--- src/rtl/zjh_hc161_pkg.sv ---
// Shared types and constants for the zjh_74HC161 run controller and its counter model.
package zjh_hc161_pkg;

    localparam int         PASS_W_DEF = 8;
    localparam logic [3:0] HC161_MAX  = 4'hF;

    typedef enum logic [1:0] {
        IDLE  = 2'd0,
        LOAD  = 2'd1,
        COUNT = 2'd2,
        DONE  = 2'd3
    } seq_state_t;

endpackage

--- src/rtl/zjh_hc161_pass_ctr.sv ---
// Pass counter for the run controller: counts terminal-count passes and flags the final one.
module zjh_hc161_pass_ctr #(
    parameter int PASS_W = 8
) (
    input  logic              clk,
    input  logic              srst,
    input  logic              clr,
    input  logic              inc,
    input  logic [PASS_W-1:0] limit,
    output logic [PASS_W-1:0] pass_cnt,
    output logic              last_pass
);

    logic [PASS_W-1:0] pass_cnt_reg;
    logic              at_limit;

    assign at_limit  = (pass_cnt_reg == limit);
    assign last_pass = ((pass_cnt_reg + PASS_W'(1)) == limit);
    assign pass_cnt  = pass_cnt_reg;

    // Saturate at the programmed limit so the count can never run past the request.
    always_ff @(posedge clk) begin
        if (srst) begin
            pass_cnt_reg <= '0;
        end else if (clr) begin
            pass_cnt_reg <= '0;
        end else if (inc && !at_limit) begin
            pass_cnt_reg <= pass_cnt_reg + PASS_W'(1);
        end
    end

endmodule

--- src/rtl/zjh_hc161_seq.sv ---
// Run controller for a zjh_74HC161: modulo-(16-preset) divider over a programmed number of passes.
// Optional macro ZJH_SEQ_PAUSE_EN adds a pause input that suspends counting in COUNT.
module zjh_hc161_seq
    import zjh_hc161_pkg::*;
#(
    parameter int PASS_W = PASS_W_DEF
) (
    input  logic              Clk,
    input  logic              MR,
    input  logic              start,
    input  logic [3:0]        preset,
    input  logic [PASS_W-1:0] passes,
`ifdef ZJH_SEQ_PAUSE_EN
    input  logic              pause,
`endif
    input  logic [3:0]        q_in,
    input  logic              tc_in,
    output logic              pe_n,
    output logic [3:0]        d_out,
    output logic              cep,
    output logic              cet,
    output logic              busy,
    output logic              done,
    output logic              err,
    output logic [PASS_W-1:0] pass_cnt
);

    seq_state_t        state_reg, state_next;
    logic [3:0]        preset_reg;
    logic [PASS_W-1:0] passes_reg;
    logic              err_reg;
    logic              first_reg;
    logic              pause_eff;
    logic              accept;
    logic              count_en;
    logic              tc_evt;
    logic              last_pass;

`ifdef ZJH_SEQ_PAUSE_EN
    assign pause_eff = pause;
`else
    assign pause_eff = 1'b0;
`endif

    assign accept   = (state_reg == IDLE) && start;
    assign count_en = (state_reg == COUNT) && !pause_eff;
    // A TC held through a pause stays asserted, so it is counted on the first unpaused cycle.
    assign tc_evt   = count_en && tc_in;

    zjh_hc161_pass_ctr #(
        .PASS_W (PASS_W)
    ) u_pass_ctr (
        .clk       (Clk),
        .srst      (MR),
        .clr       (accept),
        .inc       (tc_evt),
        .limit     (passes_reg),
        .pass_cnt  (pass_cnt),
        .last_pass (last_pass)
    );

    always_comb begin
        state_next = state_reg;
        pe_n       = 1'b1;
        d_out      = 4'h0;
        cep        = 1'b0;
        cet        = 1'b0;
        busy       = 1'b0;
        done       = 1'b0;
        case (state_reg)
            IDLE: begin
                if (start) begin
                    state_next = (passes == '0) ? DONE : LOAD;
                end
            end
            LOAD: begin
                pe_n       = 1'b0;
                d_out      = preset_reg;
                busy       = 1'b1;
                state_next = COUNT;
            end
            COUNT: begin
                busy  = 1'b1;
                cet   = 1'b1;
                d_out = preset_reg;
                cep   = !pause_eff;
                // Reload on TC instead of wrapping to 0; this is the only tc_in->output path.
                pe_n  = pause_eff ? 1'b1 : ~tc_in;
                if (tc_evt && last_pass) begin
                    state_next = DONE;
                end
            end
            DONE: begin
                done       = 1'b1;
                state_next = IDLE;
            end
            default: state_next = IDLE;
        endcase
    end

    always_ff @(posedge Clk) begin
        if (MR) begin
            state_reg  <= IDLE;
            preset_reg <= 4'h0;
            passes_reg <= '0;
            err_reg    <= 1'b0;
            first_reg  <= 1'b0;
        end else begin
            state_reg <= state_next;
            if (accept) begin
                preset_reg <= preset;
                passes_reg <= passes;
                err_reg    <= 1'b0;
            end
            if (state_reg == LOAD) begin
                first_reg <= 1'b1;
            end else if (state_reg == COUNT) begin
                first_reg <= 1'b0;
                if (first_reg && (q_in != preset_reg)) begin
                    err_reg <= 1'b1;
                end
            end
        end
    end

    assign err = err_reg;

endmodule

--- config.mk ---
export PLATFORM = sky130hd
export DESIGN_NAME = zjh_hc161_seq
export DESIGN_NICKNAME = d
export VERILOG_FILES = /design/src/rtl/zjh_hc161_pkg.sv /design/src/rtl/zjh_hc161_pass_ctr.sv /design/src/rtl/zjh_hc161_seq.sv
export SDC_FILE = /design/constraint.sdc
export NUM_CORES = 1
export LEC_CHECK = 0
export ABC_AREA = 0
export CORE_MARGIN = 2
export CORE_UTILIZATION = 45
export CTS_BUF_LIST = sky130_fd_sc_hd__clkbuf_8
export DETAILED_ROUTE_END_ITERATION = 10
export PLACE_DENSITY_LB_ADDON = 0.25
export SLEW_MARGIN = 30
export SYNTH_ARGS = -nofsm -noshare
export SYNTH_HDL_FRONTEND = slang
export SYNTH_SLANG_ARGS = --single-unit
--- constraint.sdc ---
create_clock -name Clk -period 4.3 [get_ports Clk]
set_input_delay 0.86 -clock Clk [delete_from_list [all_inputs] [get_ports Clk]]
set_output_delay 0.86 -clock Clk [all_outputs]
set_load 0.01 [all_outputs]
## Yosys cells after proc, flatten, opt, wreduce, memory -nomap -nowiden

Cells that the tools add are included.

| word-level totals | value |
|---|---|
| bits in registers | 24 |
| word-level logic and storage cells | 43 |
| output and inout port bits | 18 |
| input bits | 20 |

| cells by class | value |
|---|---|
| equality and inequality tests | 8 |
| muxes and demuxes | 15 |
| bitwise gates (word level) | 1 |
| reduce and logical (&&, ||, !) cells | 12 |
| add/subtract/negate cells | 1 |

Operators with widths:

| cell | number |
|---|---|
| $eq 8x8->1 | 2 |
| $mux 1 | 9 |
| $add 8x1->8 const B | 1 |
| $logic_not 8->1 | 1 |
| $pmux 2 s4 | 1 |
| $mux 2 | 3 |
| $logic_and 1x1->1 | 5 |
| $eq 2x2->1 const B | 2 |
| $mux 4 | 1 |
| $ne 4x4->1 | 1 |
| $reduce_or 2->1 | 2 |
| $eq 2x1->1 const B | 1 |
| $logic_not 2->1 | 1 |
| $ne 2x1->1 const B | 1 |
| $ne 2x2->1 const B | 1 |
| $pmux 1 s2 | 1 |
| $reduce_and 2->1 | 1 |
| $reduce_bool 2->1 | 1 |
| $logic_not 1->1 | 1 |
| $not 1->1 | 1 |

## Depth between registers and ports, before layout

Gate-level depths: netlist of run 1.

| depth | value |
|---|---|
| word-level depth | 6 |
| mapped depth | 7 |
| gate-level depth less buffers | 7 |

## Modules after synthesis

A second synthesis of run 1 with hierarchy kept.

| unflattened totals | value |
|---|---|
| cells, all modules | 175 |
| area total of the unflattened synthesis | 1,452.6 um^2 |

By module, submodules not included:

| module | area each (um^2) | cells an instance | sequential area each (um^2) | times used |
|---|---|---|---|---|
| zjh_hc161_seq | 779.5 | 95 | 320.3 | 1 |
| zjh_hc161_pass_ctr | 673.1 | 80 | 160.2 | 1 |

## Worst setup path after synthesis of run 1

No wires, ideal clock.

| path | value |
|---|---|
| kind | input port to output port |
| from | in tc_in |
| to | out pe_n |
| buffers on the path | 0 |
| stages | 1 |
| arrival time | 1.132 ns |
| setup slack | 2.308 ns |
| path through | o21ai_0 |

| on the way | value |
|---|---|
| word-level cells in the longest chain between the ends | 2 |

RTL lines:

| element | line | source |
|---|---|---|
| start: declaration | zjh_hc161_seq.sv:17 | `input logic tc_in,` |
| $not 1->1 | zjh_hc161_seq.sv:88 | `pe_n = pause_eff ? 1'b1 : ~tc_in;` |
| $pmux 1 s2 | zjh_hc161_seq.sv:70 | `case (state_reg)` |
| end: declaration | zjh_hc161_seq.sv:18 | `output logic pe_n,` |

Every way passes these cells.

## Worst setup path after layout of run 1

Ends and elaborated chain as after synthesis.

==> results of run 1 <==
[metal layers]
metal	track usage [%]	up-vias	wire length, um
met5	0	-	0
met4	10.0	0	54
met3	2.48	7	90
met2	33.2	26	1700
met1	24.6	632	1570
li1	-	656	-
[cell families (layout without fill, tap and decap cells)]
group	Yosys count	count (layout)	synth area share [%]
AO/OA/AOI/OAI	35	35	18.4
flip-flops	24	24	31.7
adder cells (fa/ha/maj)	6	6	4.95
buffers and inverters	18	48	6.03
XOR/XNOR	22	22	14.7
AND/OR/NAND/NOR	66	66	22.2
multiplexers	3	3	1.98
[report_power, final]
group          switching (W)  internal (W)  leakage (nW)
registers          0.0000340      0.000257         0.196
logic               0.000224      0.000185         0.453
clock network      0.0000734      0.000124        0.0357
total               0.000332      0.000567         0.684
[worst paths after layout]
check,startpoint,endpoint,slack (ns),cells after the start
setup reg to reg,u_pass_ctr.pass_cnt[0],state_reg[0],2.18,5
setup / recovery,tc_in,pe_n,1.43,3
hold reg to reg,passes_reg[4],passes_reg[4],0.48,2
hold / removal,passes_reg[4],passes_reg[4],0.48,2
[synthesized netlist by cell type]
master | n | area, um2
sky130_fd_sc_hd__a211o_1 | 1 | 8.76
sky130_fd_sc_hd__o221ai_1 | 1 | 8.76
sky130_fd_sc_hd__clkbuf_1 | 4 | 15.0
sky130_fd_sc_hd__buf_1 | 1 | 3.75
sky130_fd_sc_hd__o41ai_1 | 1 | 8.76
sky130_fd_sc_hd__nand3_1 | 2 | 10.0
sky130_fd_sc_hd__buf_4 | 4 | 30.0
sky130_fd_sc_hd__o311ai_0 | 1 | 8.76
sky130_fd_sc_hd__and3_1 | 1 | 6.26
sky130_fd_sc_hd__o21ba_2 | 1 | 10.0
sky130_fd_sc_hd__xor2_1 | 6 | 52.6
sky130_fd_sc_hd__xor2_2 | 3 | 48.8
sky130_fd_sc_hd__nor2_1 | 11 | 41.3
sky130_fd_sc_hd__nor4_4 | 1 | 21.3
sky130_fd_sc_hd__nor4_1 | 3 | 18.8
sky130_fd_sc_hd__dfxtp_1 | 24 | 480
sky130_fd_sc_hd__ha_1 | 6 | 75.1
sky130_fd_sc_hd__and2_1 | 6 | 37.5
sky130_fd_sc_hd__and4b_1 | 1 | 10.0
sky130_fd_sc_hd__o21ai_0 | 2 | 10.0
sky130_fd_sc_hd__buf_2 | 1 | 5.00
sky130_fd_sc_hd__inv_1 | 7 | 26.3
sky130_fd_sc_hd__o211ai_1 | 1 | 7.51
sky130_fd_sc_hd__a21oi_1 | 15 | 75.1
sky130_fd_sc_hd__nand4_1 | 2 | 12.5
sky130_fd_sc_hd__nand4_2 | 1 | 12.5
sky130_fd_sc_hd__buf_6 | 1 | 11.3
sky130_fd_sc_hd__nand2_1 | 31 | 116
sky130_fd_sc_hd__a41oi_2 | 1 | 16.3
sky130_fd_sc_hd__a221oi_2 | 1 | 15.0
sky130_fd_sc_hd__o21bai_1 | 1 | 7.51
sky130_fd_sc_hd__mux2i_1 | 3 | 30.0
sky130_fd_sc_hd__o221a_2 | 1 | 11.3
sky130_fd_sc_hd__nand2b_1 | 3 | 18.8
sky130_fd_sc_hd__and3b_1 | 1 | 8.76
sky130_fd_sc_hd__o32ai_1 | 1 | 8.76
sky130_fd_sc_hd__and4_4 | 1 | 11.3
sky130_fd_sc_hd__or3_1 | 1 | 6.26
sky130_fd_sc_hd__a211oi_1 | 3 | 22.5
sky130_fd_sc_hd__xnor2_2 | 1 | 16.3
sky130_fd_sc_hd__nor3_1 | 1 | 5.00
sky130_fd_sc_hd__xnor2_1 | 12 | 105
sky130_fd_sc_hd__a2111oi_2 | 4 | 60.1
[layout make-up]
type | instances | area (um2)
Fill cell | 316 | 1340
Multi-Input combinational cell | 132 | 943
Sequential cell | 24 | 480
Timing Repair Buffer | 37 | 370
Tap cell | 46 | 57.6
Clock buffer | 3 | 41.3
Clock inverter | 1 | 30.0
Inverter | 7 | 26.3
[worst min-delay path, cell delays in order (launching register included)]
cell,delay [ns]
sky130_fd_sc_hd__dfxtp_1,0.33
sky130_fd_sc_hd__nand2_1,0.06
sky130_fd_sc_hd__a21oi_1,0.05
[metrics by stage]
stage               setup slack (ns)  hold WS [ns]
CTS                             1.42         0.478
global route                    1.35         0.507
finish                          1.43         0.475
global placement                1.47         0.462
detailed placement              1.44         0.466
floorplan                       2.31         0.449
==> flow_summary.toml, run 1 <==
[cts]
ctsHtreeMaxLevel = 1
post_cts_resized = 0
maximum_root_to_sink_buffer_count = 2
clk_latency_ns = 0.27
tritoncts_clock_tree = "done"
cts-buffers-inserted = 3
cts.sinks = 24
post_cts_buffers = 0
clk_pin_slew_ns = 0.08
clk_root_buffer_cell = "sky130_fd_sc_hd__clkbuf_8"
holdBufCountCts = 0

[synthesis]
unique_cell_type_count_in_the_yosys_netlist = 43
post_synth.cell_area_avg_um2 = 8.71
synth_nets = 200
mappedNetlistArea_um2 = 1520
ys_seq_elements = 24
synthesis.instances = 174
ys.warnings.count = 0
seq_area_frac_synth_pct = 31.7

[finish]
synthToLayoutAreaGrowth_pct = 28.7
core_utilization_of_the_finished_layout_pct = 59.4
layout_common_cells = "sky130_fd_sc_hd__clkdlybuf4s50_1 (37), sky130_fd_sc_hd__nand2_1 (31), sky130_fd_sc_hd__dfxtp_1 (24), sky130_fd_sc_hd__a21oi_1 (15), sky130_fd_sc_hd__xnor2_1 (12)"
final_common_cell = "sky130_fd_sc_hd__clkdlybuf4s50_1"
final_area_um2 = 1950
n_antenna_cell = 0
layout.nets = 231
final_cells = 250
post_route_cells_drive_above_1_share_pct = 9.31

[sta]
finalCriticalPeriod_ns = 2.87
rsz0062_at_grt = "no"
final-hold-violation-count = 0
timing.final.max_slew_violations = 0
max_slew_margin_pct = 57.6
fin_worst_skew_ns = 0.00331
fmax_ghz = 0.349
final-setup-viol-count = 0
max_slew.worst_pin.slew_ns = 0.634
tns_ns = 0
fin_crit_sh_pct = 66.6

[placed_design]
place.port_buffers = 37
detailed_place.area_um2 = 1880
place.detailed.instances = 246
gp_congestion = 0.851
hpwlAfterDp_um = 2630

[drt]
antenna_violating_nets_left = 0
wl_per_cell_um = 13.7
vias_per_cell = 5.28
routed-via-count = 1321
drt_wl_total_um = 3420
drt_pre_antenna_iters = 4
remaining_drc_errors = 0
drt_iter0_drc = 67

[global_routing]
largest_net_degree_at_the_start_of_global_routing = 19
globalRouteTotalUtil_pct = 19.7
number_of_antenna_violations_at_the_first_check_in_global_routing = 0
first_global_vias = 1284
grt-ovfl-total = 0
grt_pass1_wl_um = 5660

[floorplanning]
floorplan.rows = 21
dieArea_um2 = 3850
initial_utilization_pct = 46.1
coreArea_um2 = 3280
boundaryPins = 38
die_h_um = 62.0
die-width_um = 62.0

[worst_setup_path]
crit_required_ns = 3.44
cp_cell_sequence = "clkdlybuf4s50_1 -> o21ai_0 -> clkdlybuf4s50_1"
start_kind = "input pin"
crit_type = "in -> out"
critical-path-max-stage-delay_ns = 0.56
worstPathBufferInverterCount = 2
critical_path_peak_fanout = 2
path_delay_family = "buffers and inverters"
arrival_ns = 2.01
worstSetupEndpointType = "output port"
crit_path_top_delay_cell = "sky130_fd_sc_hd__clkdlybuf4s50_1"
crit_top_cell = "sky130_fd_sc_hd__clkdlybuf4s50_1"

[pwr]
power_density_nw_per_um2 = 461
vdd_drop_max_mv = 0.271
finalPower_w = 0.000898
power.static_leakage_nw = 0.684

[hold_path]
hold_path_class = "reg -> reg"

[job]
cap_violations = 0

[status]
outcome = "complete, no violations"
Note: power is estimated with default switching activity, not from simulation.
==> run 2: changes to the inputs <==
clock period = 2.7 ns   (was 4.3 ns; I/O delays follow)
==> run 2 against run 1 <==
Sequential power increased by 60%. Power up 61%. Final cell count is 0.80% higher. Global-route usage shrank 0.63 points. Worst hold slack gained 0.0080 ns. Critical path depth up 1. Count of clock-buffer cells in the layout stayed put. Flip-flop and latch count stayed put. Critical endpoint is now d_out[0]. Largest cell class unchanged.
==> flow_summary.toml, run 2 (same netlist as run 1, synthesis figures left out) <==
[worst_setup_path]
timing.reg2reg.worst_path_depth = 5
r2r_end = "state_reg[0]"
crit_required_ns = 2.16
crit_path_top_delay_cell = "sky130_fd_sc_hd__clkdlybuf4s50_1"
arrival_ns = 1.95
critical-path-max-stage-delay_ns = 0.53
worstSetupEndpointType = "output port"
crit_type = "reg -> out"
cp_cell_sequence = "inv_1 -> ha_1 -> and2_1 -> clkdlybuf4s50_1"
start_kind = "flop"
r2r_setup_slack_ns = 0.54
critical_path_peak_fanout = 8
crit-reg2reg-launch = "u_pass_ctr.pass_cnt[0]"

[placed_design]
place.port_buffers = 37
gp_congestion = 0.889
hpwlAfterDp_um = 2670

[cts]
ctsHtreeMaxLevel = 1
clk_pin_slew_ns = 0.09
post_cts_buffers = 0
clk_root_buffer_cell = "sky130_fd_sc_hd__clkbuf_8"
cts.sinks = 24
maximum_root_to_sink_buffer_count = 2
holdBufCountCts = 0
cts-buffers-inserted = 3
post_cts_resized = 0
tritoncts_clock_tree = "done"
clk_latency_ns = 0.28

[pwr]
power.static_leakage_nw = 0.693
power_density_nw_per_um2 = 735
finalPower_w = 0.00144
vdd_drop_max_mv = 0.454

[hold_path]
hold_path_class = "reg -> reg"
whs_endpoint = "passes_reg[4]"
hold-path-cell-count = 2
hold_start = "passes_reg[4]"

[finish]
n_antenna_cell = 0
synthToLayoutAreaGrowth_pct = 29.6
layout.nets = 233
final_common_cell = "sky130_fd_sc_hd__clkdlybuf4s50_1"
layout_common_cells = "sky130_fd_sc_hd__clkdlybuf4s50_1 (37), sky130_fd_sc_hd__nand2_1 (31), sky130_fd_sc_hd__dfxtp_1 (24), sky130_fd_sc_hd__a21oi_1 (15), sky130_fd_sc_hd__xnor2_1 (12)"
post_route_cells_drive_above_1_share_pct = 10.2

[sta]
final-hold-violation-count = 0
timing.final.max_slew_violations = 0
final-setup-viol-count = 0
finalCriticalPeriod_ns = 2.49
max_slew_margin_pct = 66.0
fin_crit_sh_pct = 92.3
tns_ns = 0
max_slew.worst_pin.slew_ns = 0.506
fin_worst_skew_ns = 0.00457
rsz0062_at_grt = "no"
fmax_ghz = 0.401

[global_routing]
globalRouteTotalUtil_pct = 19.1
number_of_antenna_violations_at_the_first_check_in_global_routing = 0
first_global_vias = 1202
grt_pass1_wl_um = 5400
largest_net_degree_at_the_start_of_global_routing = 15
grt-ovfl-total = 0

[drt]
drt_pre_antenna_iters = 5
drt_wl_total_um = 3450
drt_iter0_drc = 78
wl_per_cell_um = 13.7
routed-via-count = 1315
antenna_violating_nets_left = 0
remaining_drc_errors = 0
vias_per_cell = 5.22

[job]
cap_violations = 0

[floorplanning]
boundaryPins = 38
initial_utilization_pct = 46.1
die_h_um = 62.0
coreArea_um2 = 3280
floorplan.rows = 21
die-width_um = 62.0
dieArea_um2 = 3850

[status]
outcome = "complete, no violations"
## run 2: routing by layer
layer  part of all wire [%]  up-vias  GRT usage (%)
li1                       -      665              -
met1                     44      605           24.9
met2                     50       39           31.3
met3                    4.8        6           3.31
met4                    1.3        0           7.60
met5                      0        -              0
## run 2: through the flow
step / utilization, % / instances / worst slack (ns) / hold slack (ns) / area, um2
after floorplan: - / 174 / 0.912 / 0.449 / 1520
after global placement: 57.6 / 248 / 0.504 / 0.462 / 1890
after detailed placement: 57.6 / 248 / 0.479 / 0.470 / 1890
after CTS: 59.8 / 252 / 0.198 / 0.483 / 1960
after global routing: 59.8 / 252 / 0.123 / 0.518 / 1960
final: 59.8 / 252 / 0.209 / 0.483 / 1960
## run 2: worst max-delay path: cells and delay by family (launching register included)
| kind | cells | cell delay [ns] |
|---|---|---|
| adders and majority gates | 1 | 0.45 |
| and+or+nand+nor | 1 | 0.17 |
| buffers and inverters | 2 | 0.65 |
| DFF | 1 | 0.40 |
## run 2: where the power goes
| group | internal, W | total [W] | leakage, nW | switching (W) |
|---|---|---|---|---|
| Combinational | 0.000302 | 0.000654 | 0.462 | 0.000352 |
| Clock | 0.000199 | 0.000324 | 0.0357 | 0.000126 |
| Sequential | 0.000410 | 0.000466 | 0.196 | 0.0000566 |
| Total | 0.000910 | 0.00144 | 0.693 | 0.000534 |
## run 2: how the worst max path moves through the flow
stage,slack [ns],endpoint,depth (start not counted),start
6_report,0.21,d_out[0],4,state_reg[0]
5_1_grt,0.12,d_out[0],4,state_reg[0]
4_1_cts,0.20,d_out[0],4,state_reg[0]
3_5_place_dp,0.48,state_reg[0],6,tc_in
3_3_place_gp,0.50,pe_n,3,tc_in
2_1_floorplan,0.91,state_reg[0],7,state_reg[0]
## run 2: cell type report
class / count / area [um2]
Clock buffer: 3 / 41.3
Clock inverter: 1 / 30.0
Fill cell: 277 / 1320
Inverter: 7 / 26.3
Multi-Input combinational cell: 132 / 943
Sequential cell: 24 / 480
Tap cell: 46 / 57.6
Timing Repair Buffer: 39 / 385
